`config.mk`:
```
export PLATFORM = sky130hd
export DESIGN_NAME = clken_bank_flat
export DESIGN_NICKNAME = d
export VERILOG_FILES = /design/src/rtl/clken_pkg.sv /design/src/rtl/clken_bank_if.sv /design/src/rtl/clken_acc_ch.sv /design/src/rtl/clken_bank.sv /design/src/flat_wrapper.sv
export SDC_FILE = /design/constraint.sdc
export NUM_CORES = 1
export LEC_CHECK = 0
export CORE_MARGIN = 2
export CORE_UTILIZATION = 40
export DETAILED_ROUTE_END_ITERATION = 12
export PLACE_DENSITY = 0.54
export SLEW_MARGIN = 20
export SYNTH_ARGS = -nofsm -noshare
export SYNTH_HDL_FRONTEND = slang
export SYNTH_SLANG_ARGS = --single-unit
```
`constraint.sdc`:
```
create_clock -name refclk -period 4.4 [get_ports refclk]
set_clock_uncertainty 0.2 [all_clocks]
set_input_delay 0.66 -clock refclk [delete_from_list [all_inputs] [get_ports refclk]]
set_output_delay 0.66 -clock refclk [all_outputs]
set_load 0.02 [all_outputs]
```
`src/rtl/clken_pkg.sv`:
```
// Shared constants and helpers for the clock-enable bank.
package clken_pkg;

   localparam int ACC_W_DEF = 32;  // default accumulator / increment width
   localparam int MAX_CH    = 16;  // largest supported channel count

   typedef longint unsigned u64_t;

   // Increment giving an average enable rate of f_out_hz from f_ref_hz,
   // rounded to nearest. Intended for benches and top-level constants.
   function automatic u64_t inc_for(real f_out_hz, real f_ref_hz,
                                    int acc_w = ACC_W_DEF);
      real scale;
      scale = 1.0;
      for (int i = 0; i < acc_w; i++) scale = scale * 2.0;
      return u64_t'($floor(f_out_hz * scale / f_ref_hz + 0.5));
   endfunction

endpackage

```
`src/rtl/clken_bank_if.sv`:
```
// Control / status bundle of the clock-enable bank.
// Handshake: wr is a one-cycle strobe qualified by wr_ch/wr_inc; there is no
// ready/back-pressure, a write is always accepted and busy[ch] reports that
// the new increment has not yet taken effect. align is a one-cycle strobe.
interface clken_bank_if import clken_pkg::*; #(
   parameter int NUM_CH = 7,
   parameter int ACC_W  = ACC_W_DEF
);
   localparam int CH_W = (NUM_CH > 1) ? $clog2(NUM_CH) : 1;

   logic              wr;
   logic [CH_W-1:0]   wr_ch;
   logic [ACC_W-1:0]  wr_inc;
   logic              align;
   logic [NUM_CH-1:0] ce;
   logic              ready;
   logic [NUM_CH-1:0] busy;

   modport master (output wr, wr_ch, wr_inc, align, input ce, ready, busy);
   modport slave  (input wr, wr_ch, wr_inc, align, output ce, ready, busy);

endinterface

```
`src/rtl/clken_acc_ch.sv`:
```
// One fractional clock-enable channel: phase accumulator plus a staged
// increment that only takes effect at a glitch-free point.
module clken_acc_ch import clken_pkg::*; #(
   parameter int ACC_W = ACC_W_DEF
) (
   input  logic             refclk,
   input  logic             rst_n,
   input  logic             run,     // lock synchronised and settled
   input  logic             align,
   input  logic             wr,      // write addressed to this channel
   input  logic [ACC_W-1:0] wr_inc,
   output logic             ce,
   output logic             busy
);

   logic [ACC_W-1:0] acc;
   logic [ACC_W-1:0] inc_act;
   logic [ACC_W-1:0] pending;
   logic [ACC_W:0]   sum;
   logic             carry;
   logic             apply;

   // Wrap detection and the points where a staged increment may be applied:
   // on a wrap, while the channel is off, while halted, or on align.
   always_comb begin
      sum   = {1'b0, acc} + {1'b0, inc_act};
      carry = sum[ACC_W];
      apply = busy && (carry || (inc_act == '0) || !run || align);
   end

   // Phase accumulator; the wrap edge itself still uses the old increment.
   always_ff @(posedge refclk or negedge rst_n) begin
      if (!rst_n) begin
         acc <= '0;
         ce  <= 1'b0;
      end else if (!run || align) begin
         acc <= '0;
         ce  <= 1'b0;
      end else begin
         acc <= sum[ACC_W-1:0];
         ce  <= carry;
      end
   end

   // Increment staging; a write on the apply edge wins and keeps busy set.
   always_ff @(posedge refclk or negedge rst_n) begin
      if (!rst_n) begin
         inc_act <= '0;
         pending <= '0;
         busy    <= 1'b0;
      end else begin
         if (apply) begin
            inc_act <= pending;
            busy    <= 1'b0;
         end
         if (wr) begin
            pending <= wr_inc;
            busy    <= 1'b1;
         end
      end
   end

endmodule

```
`src/rtl/clken_bank.sv`:
```
// Multi-channel fractional clock-enable generator with lock gating.
module clken_bank import clken_pkg::*; #(
   parameter int NUM_CH = 7,
   parameter int ACC_W  = ACC_W_DEF,
   parameter int SETTLE = 1024
) (
   input  logic        refclk,
   input  logic        rst_n,
   input  logic        pll_locked,
   clken_bank_if.slave bus
);

   localparam int CH_W  = (NUM_CH > 1) ? $clog2(NUM_CH) : 1;
   localparam int CNT_W = $clog2(SETTLE + 1);

   logic             lk_meta;
   logic             lk_s;
   logic [CNT_W-1:0] settle_cnt;
   logic [CNT_W-1:0] cnt_next;
   logic             ready_q;
   logic             run;
   logic [NUM_CH-1:0] ce_v;
   logic [NUM_CH-1:0] busy_v;

   // Two-flop synchroniser for the asynchronous PLL lock.
   always_ff @(posedge refclk or negedge rst_n) begin
      if (!rst_n) begin
         lk_meta <= 1'b0;
         lk_s    <= 1'b0;
      end else begin
         lk_meta <= pll_locked;
         lk_s    <= lk_meta;
      end
   end

   // Settle counter: cleared while unlocked, saturates at SETTLE.
   always_comb begin
      cnt_next = '0;
      if (lk_s) begin
         if (settle_cnt == CNT_W'(SETTLE)) cnt_next = settle_cnt;
         else                              cnt_next = settle_cnt + 1'b1;
      end
   end

   // Settle count register and registered ready.
   always_ff @(posedge refclk or negedge rst_n) begin
      if (!rst_n) begin
         settle_cnt <= '0;
         ready_q    <= 1'b0;
      end else begin
         settle_cnt <= cnt_next;
         ready_q    <= (cnt_next == CNT_W'(SETTLE));
      end
   end

   // Halting on lk_s as well as ready lets the first unlocked edge clear
   // the channels together with ready.
   assign run       = ready_q & lk_s;
   assign bus.ready = ready_q;
   assign bus.ce    = ce_v;
   assign bus.busy  = busy_v;

   for (genvar c = 0; c < NUM_CH; c++) begin : g_ch
      logic wr_hit;
      // Out-of-range channel numbers match no instance and are dropped.
      assign wr_hit = bus.wr && (bus.wr_ch == CH_W'(c));

      clken_acc_ch #(.ACC_W(ACC_W)) u_ch (
         .refclk (refclk),
         .rst_n  (rst_n),
         .run    (run),
         .align  (bus.align),
         .wr     (wr_hit),
         .wr_inc (bus.wr_inc),
         .ce     (ce_v[c]),
         .busy   (busy_v[c])
      );
   end

endmodule

```
`src/flat_wrapper.sv`:
```
// flat-port wrapper written by rule: the top's interface ports become plain ports
module clken_bank_flat import clken_pkg::*;
#(
   parameter int NUM_CH = 7,
   parameter int ACC_W  = ACC_W_DEF,
   parameter int SETTLE = 1024
)
  (refclk, rst_n, pll_locked, bus_wr, bus_wr_ch, bus_wr_inc, bus_align, bus_ce, bus_ready, bus_busy);
  clken_bank_if #(.NUM_CH(NUM_CH), .ACC_W(ACC_W)) bus_i ();
  input  logic refclk;
  input  logic rst_n;
  input  logic pll_locked;
  input wire logic [$bits(bus_i.wr)-1:0] bus_wr;
  input wire logic [$bits(bus_i.wr_ch)-1:0] bus_wr_ch;
  input wire logic [$bits(bus_i.wr_inc)-1:0] bus_wr_inc;
  input wire logic [$bits(bus_i.align)-1:0] bus_align;
  output wire logic [$bits(bus_i.ce)-1:0] bus_ce;
  output wire logic [$bits(bus_i.ready)-1:0] bus_ready;
  output wire logic [$bits(bus_i.busy)-1:0] bus_busy;
  assign bus_i.wr = bus_wr;
  assign bus_i.wr_ch = bus_wr_ch;
  assign bus_i.wr_inc = bus_wr_inc;
  assign bus_i.align = bus_align;
  assign bus_ce = bus_i.ce;
  assign bus_ready = bus_i.ready;
  assign bus_busy = bus_i.busy;
  clken_bank #(.NUM_CH(NUM_CH), .ACC_W(ACC_W), .SETTLE(SETTLE)) u_core (.refclk(refclk), .rst_n(rst_n), .pll_locked(pll_locked), .bus(bus_i));
endmodule
```
Word-level counts from Yosys, hierarchy flattened
Cells that the tools add are included.
- bits in registers: 700
- output and inout bits: 15
- logic and storage cells: 138
- $add $sub $neg: 8
- eq/ne operators: 8
- muxes and demuxes: 30
- bitwise logic cells: 1
- reductions and logical operators: 52
- operators with widths (operator ; count):
    32-bit by 32-bit adder with 33-bit output ; 7
    32-bit logical NOT ; 7
    32-bit 2-to-1 mux ; 7
    11-bit equality test, second input constant ; 2
    1-bit logical OR ; 22
    11-bit 2-to-1 mux ; 2
    1-bit 2-to-1 mux ; 21
    1-bit logical AND ; 14
    2-bit nonzero test ; 7
    11-bit by 1-bit adder with 11-bit output, second input constant ; 1
    3-bit equality test, second input constant ; 3
    3-bit by 2-bit equality test with 1-bit output, second input constant ; 2
    3-bit by 1-bit equality test with 1-bit output, second input constant ; 1
    3-bit logical NOT ; 1
    1-bit bitwise AND ; 1
    1-bit logical NOT ; 1

Longest topological paths before layout
Gate-level depths: netlist of the first run.
- depth after elaboration: 7
- mapped depth: 14
- mapped depth without buffers: 12

Modules after synthesis
Synthesis of the first run repeated with hierarchy kept, for this count alone.
- cell total of the unflattened synthesis: 3567
- area total of the unflattened synthesis: 39440.3 um^2
- by module, submodules not included (module ; times used ; cells an instance ; area an instance (um^2) ; sequential area each (um^2)):
    clken_acc_ch at u_core.g_ch[3].u_ch ... ; 4 ; 493 ; 5480.3 ; 2452.4
    clken_acc_ch at u_core.g_ch[1].u_ch ... ; 2 ; 496 ; 5497.8 ; 2452.4
    clken_acc_ch at u_core.g_ch[0].u_ch ; 1 ; 506 ; 5631.7 ; 2452.4
    clken_bank ; 1 ; 97 ; 892.1 ; 350.3

Worst setup path after synthesis of the first run
No wires, ideal clock.
- path kind: register to register
- start point: register u_core.g_ch[0].u_ch.inc_act[0]
- end point: register u_core.g_ch[0].u_ch.inc_act[10]
- setup time: 0.127 ns
- data arrival time: 3.093 ns
- required time: 4.073 ns
- path slack: 0.980 ns
- cell stages (with the launch flop): 15
- buffers on the path: 2
- period minus slack after synthesis: 3.420 ns
- cell sequence: dfrtp_1 -> ha_1 -> inv_1 -> fa_1 -> and2b_1 -> o211ai_1 -> a31oi_1 -> o2111ai_1 -> a2111oi_2 -> nor3_2 -> o21ai_1 -> and2_1 -> buf_4 -> buf_6 -> mux2_1
- longest elaborated chain between the ends: 5
- RTL lines (element ; RTL line ; RTL):
    start, declared ; clken_acc_ch.sv:17 ; logic [ACC_W-1:0] inc_act;
    start signal, assigned ; clken_acc_ch.sv:53 ; inc_act <= pending;
    32-bit by 32-bit adder with 33-bit output / 32-bit logical NOT (equally long branches) ; clken_acc_ch.sv:26, clken_acc_ch.sv:28 ;
    1-bit logical OR * (3 in series) ; clken_acc_ch.sv:28 ; apply = busy && (carry || (inc_act == '0) || !run || align);
    1-bit logical AND * ; clken_acc_ch.sv:28 ;
Every way passes the cells marked *; elsewhere a longest branch is shown, timed or not.
A chain may end at the register's enable or synchronous reset.

Final worst setup path of the first run
- start point: register u_core.g_ch[2].u_ch.inc_act[0]
- end point: register u_core.g_ch[2].u_ch.inc_act[0]
- longest elaborated chain between the ends: 5
- RTL lines (element ; RTL line):
    start, declared ; clken_acc_ch.sv:17
    start signal, assigned ; clken_acc_ch.sv:53
    32-bit by 32-bit adder with 33-bit output / 32-bit logical NOT (equally long branches) ; clken_acc_ch.sv:26, clken_acc_ch.sv:28
    1-bit logical OR * (3 in series) ; clken_acc_ch.sv:28
    1-bit logical AND * ; clken_acc_ch.sv:28
Marks and branches as above.

==> results_tabular.tex, run 1 <==
\begin{tabular}{lr}
\hline
Metric & Value \\
\hline
\multicolumn{2}{l}{\textbf{Outcome}} \\
Run status & completed \\
\multicolumn{2}{l}{\textbf{Setup path}} \\
Ordered list of cells on the worst path & ha\_1, inv\_1, fa\_1, nor2b\_1, o2111ai\_1, a31oi\_1, o211ai\_1, o21ai\_1, a21oi\_1, o31ai\_2, o21ai\_4, mux2\_2 \\
CP max stage cell & o21ai\_4 \\
Data arrival time of the critical path & 4310 ps \\
Maximum fanout along the worst path & 32 \\
Type of destination of the critical path & flop \\
Minimum setup slack among reg-to-reg paths & 400 ps \\
Delay of the slowest cell on the worst path & 870 ps \\
Startpoint types & flop \\
Data required time at the worst endpoint & 4710 ps \\
Critical Setup Path Class & flop to flop \\
\multicolumn{2}{l}{\textbf{Logic synthesis}} \\
Synth area leaders & dfrtp\_1 47\%, ha\_1 7.7\%, mux2\_2 6.9\%, mux2\_1 4.9\%, a21oi\_1 2.8\% \\
Most used standard cells in the synthesized netlist & 700 x dfrtp\_1, 261 x nor2\_1, 226 x ha\_1, 226 x mux2\_2, 205 x a21oi\_1 \\
Post-synthesis instance area & 0.0370 mm² \\
Dominant cell type by area after synthesis & dfrtp\_1 \\
Most instantiated flip-flop cell in the synthesis netlist & dfrtp\_1 \\
Mean area per synthesized cell & 10.9 µm² \\
Number of flops mapped to enable cells by yosys & 0 \\
Share of synthesized area occupied by flip-flops and latches & 47.4\% \\
Share of flip-flops with an asynchronous set or reset & 100\% \\
Gate count of the mapped netlist & 3385 \\
Synth top area share & 47.4\% \\
Net Count, Synth & 3658 \\
Yosys cell types & 84 \\
Number of warning messages in the yosys log & 0 \\
Library cell with the highest instance count after synthesis & dfrtp\_1 \\
Flops \& latches, synth & 700 \\
\multicolumn{2}{l}{\textbf{Global routing}} \\
First-pass GRT wire length & 151000 µm \\
Overflow left after global routing & 0 \\
Number of global-route vias before repair & 25.3k \\
GRT Overall Usage & 20.4\% \\
Maximum number of pins on one net before global-route repair & 105 \\
Number of antenna violations at the first check in global routing & 21 \\
\multicolumn{2}{l}{\textbf{STA}} \\
Post-Route Hold Slack & 149 ps \\
Final setup violation count & 0 \\
Setup repair after global routing missed its margin & no \\
Slew Limit Headroom & 21.8\% \\
Post-layout min period & 4000 ps \\
Number of slew-limit violations in the final report & 0 \\
Summed negative setup slack over all endpoints & 0 ps \\
Transition time at the pin with the least slew margin & 1170 ps \\
Final Hold Vio Count & 0 \\
Achievable frequency & 0.250 GHz \\
Final clock period utilization by the worst path & 90.8\% \\
\multicolumn{2}{l}{\textbf{Die}} \\
Die ar. & 0.0948 mm² \\
Area inside the core boundary & 0.0917 mm² \\
IO Count & 55 \\
Width of the die & 308 µm \\
Die height & 308 µm \\
Effective utilization at floorplan & 40.3\% \\
Site Rows & 111 \\
\multicolumn{2}{l}{\textbf{Final layout}} \\
Utilization after layout & 45.4\% \\
Layout cells sized above 1 & 13.5\% \\
Final instance count without filler cells & 4677 \\
Area delta synth->final & 12.7\% \\
Number of nets at the end of the flow & 3695 \\
\# fillers & 8622 \\
Area of all placed cells without fillers & 0.0417 mm² \\
\multicolumn{2}{l}{\textbf{Route}} \\
Total vias in the final route & 25.6k \\
Residual DRC count & 0 \\
Post-Route WL & 95500 µm \\
Number of DRC markers after the initial detailed-route iteration & 1714 \\
DR top layer & met4 \\
Wire length per cell & 20.4 µm \\
Pre-Repair DR Iteration Count & 5 \\
Met3 wire len & 3530 µm \\
Via count normalized by instance count & 5.48 \\
Wire length on met1 & 47300 µm \\
Antenna viol nets, final & 0 \\
Met2 WL post-DR & 42300 µm \\
\multicolumn{2}{l}{\textbf{Clock tree}} \\
Worst-Skew Late Latency & 640 ps \\
H-tree levels & 3 \\
Clock tree from TritonCTS & yes \\
Total number of clock tree sinks & 700 \\
Clock buffer depth & 3 \\
Clock Tree Root & clkbuf\_16 \\
Post-CTS setup buffer count & 0 \\
Clock buffer count from CTS & 82 \\
CTS clock-pin slew for the worst setup and hold paths & 60 ps \\
\multicolumn{2}{l}{\textbf{Place}} \\
Placed instance area & 0.0389 mm² \\
Post-detail-place hpwl & 63900 µm \\
Inst Count DP & 4523 \\
Port buffer count & 54 \\
Gpl congestion & 0.833 \\
\multicolumn{2}{l}{\textbf{Min path}} \\
Worst Hold Class & flop to flop \\
\multicolumn{2}{l}{\textbf{Power}} \\
Leakage Power & 19.3 nW \\
Cell Pwr Density & 477 mW/mm² \\
Worst IR Drop VDD & 0.298 mV \\
\multicolumn{2}{l}{\textbf{Flow run}} \\
Max Cap Viol & 0 \\
\hline
\end{tabular}
kinds of logic after synthesis:
| family | after synthesis | share of synthesized area (%) |
|---|---|---|
| compound gates | 746 | 13.1 |
| xor+xnor | 160 | 3.79 |
| flops | 700 | 47.4 |
| buf+inv | 223 | 2.63 |
| fa+ha+maj | 233 | 8.03 |
| simple gates | 903 | 12.0 |
| mux | 420 | 13.1 |
layout by cell type (no fill, tap or decap), types with 68 or more instances in the layout:
master / Yosys / routed
a21oi_1: 205 / 205
a21o_1: 120 / 120
mux2_1: 160 / 160
o21ai_0: 136 / 136
xor2_1: 71 / 71
dfrtp_1: 700 / 700
mux2_2: 226 / 226
inv_1: 73 / 73
nand3_1: 120 / 120
clkbuf_16: 0 / 84
ha_1: 226 / 226
nand2_1: 170 / 170
xnor2_1: 89 / 89
nor2_1: 261 / 259
nor4_1: 68 / 68
metal layers:
metal,global-route usage (%),up-vias
li1,-,12400
met3,2.34,114
met1,30.2,12700
met2,31.6,434
met5,0,-
met4,5.68,0
power breakdown:
group	switching [W]	internal, W
clock	0.00279	0.00423
sequential	0.00113	0.00762
combinational	0.00216	0.00192
final timing paths:
path | endpoint | depth (start not counted) | start
max in group asynchronous | u_core.settle_cnt[9]$_DFF_PN0_ | 3 | rst_n
hold / removal | u_core.lk_s$_DFF_PN0_ | 0 | u_core.lk_meta$_DFF_PN0_
min in group asynchronous | u_core.g_ch[3].u_ch.inc_act[19]$_DFFE_PN0P_ | 2 | rst_n
setup reg to reg | u_core.g_ch[2].u_ch.inc_act[0]$_DFFE_PN0P_ | 12 | u_core.g_ch[2].u_ch.inc_act[0]$_DFFE_PN0P_
hold reg to reg | u_core.lk_s$_DFF_PN0_ | 0 | u_core.lk_meta$_DFF_PN0_
setup / recovery | u_core.g_ch[2].u_ch.inc_act[0]$_DFFE_PN0P_ | 12 | u_core.g_ch[2].u_ch.inc_act[0]$_DFFE_PN0P_
stage by stage:
step	power, W	setup slack [ps]
final	0.0199	403
after detailed placement	0.0129	338
after CTS	0.0201	325
after floorplan	0.0115	980
after global placement	0.0129	367
after global routing	0.0210	41.2
cell type report:
| type | instances | area, µm² | area share [%] |
|---|---|---|---|
| clock buffer | 120 | 2380 | 5.71 |
| inverter | 73 | 274 | 0.658 |
| antenna | 4 | 10.0 | 0.0240 |
| timing repair buffer | 103 | 1080 | 2.59 |
| multi-input combinational | 2462 | 18500 | 44.4 |
| sequential | 700 | 17500 | 42.0 |
| clock inverter | 29 | 409 | 0.982 |
| tap | 1186 | 1480 | 3.56 |
flip-flops by register name, summed over array words and instances (netlist names):
name                      cells
u_core.g_ch.u_ch.acc        224
u_core.g_ch.u_ch.ce           7
u_core.lk_meta                1
u_core.bus.ready              1
u_core.g_ch.u_ch.inc_act    224
u_core.lk_s                   1
u_core.g_ch.u_ch.busy         7
u_core.g_ch.u_ch.pending    224
u_core.settle_cnt            11
worst max-delay path: cells and delay by family (launching register included):
| kind | cells | cell delay [ps] |
|---|---|---|
| adders and majority gates | 2 | 390 |
| AOI/OAI and AO/OA | 7 | 2300 |
| muxes | 1 | 420 |
| DFF | 1 | 390 |
| and+or+nand+nor | 1 | 80 |
| buffers and inverters | 1 | 70 |
timing repair:
action	4_1_cts	5_1_grt
hold buffers	1	0
resized for setup	0	0
hold endpoints to repair	79	0
No activity file was read; power rests on OpenSTA's default activity.
==> run 2: changes to the inputs <==
--- a/config.mk
+++ b/config.mk
@@ -9,7 +9,8 @@
 export CORE_UTILIZATION = 40
 export DETAILED_ROUTE_END_ITERATION = 12
 export PLACE_DENSITY = 0.54
-export SLEW_MARGIN = 20
+export SKIP_CTS_REPAIR_TIMING = 1
+export SLEW_MARGIN = 10
 export SYNTH_ARGS = -nofsm -noshare
 export SYNTH_HDL_FRONTEND = slang
 export SYNTH_SLANG_ARGS = --single-unit
==> results of run 2 <==
Same layout as run 1: the final DEF is identical, and so are final timing and power.
==> run 3: changes to the inputs <==
--- a/config.mk
+++ b/config.mk
@@ -10,6 +10,7 @@
 export DETAILED_ROUTE_END_ITERATION = 12
 export PLACE_DENSITY = 0.54
 export SKIP_CTS_REPAIR_TIMING = 1
+export SKIP_LAST_GASP = 1
 export SLEW_MARGIN = 10
 export SYNTH_ARGS = -nofsm -noshare
 export SYNTH_HDL_FRONTEND = slang
==> results of run 3 <==
Same layout as run 1: the final DEF is identical, and so are final timing and power.
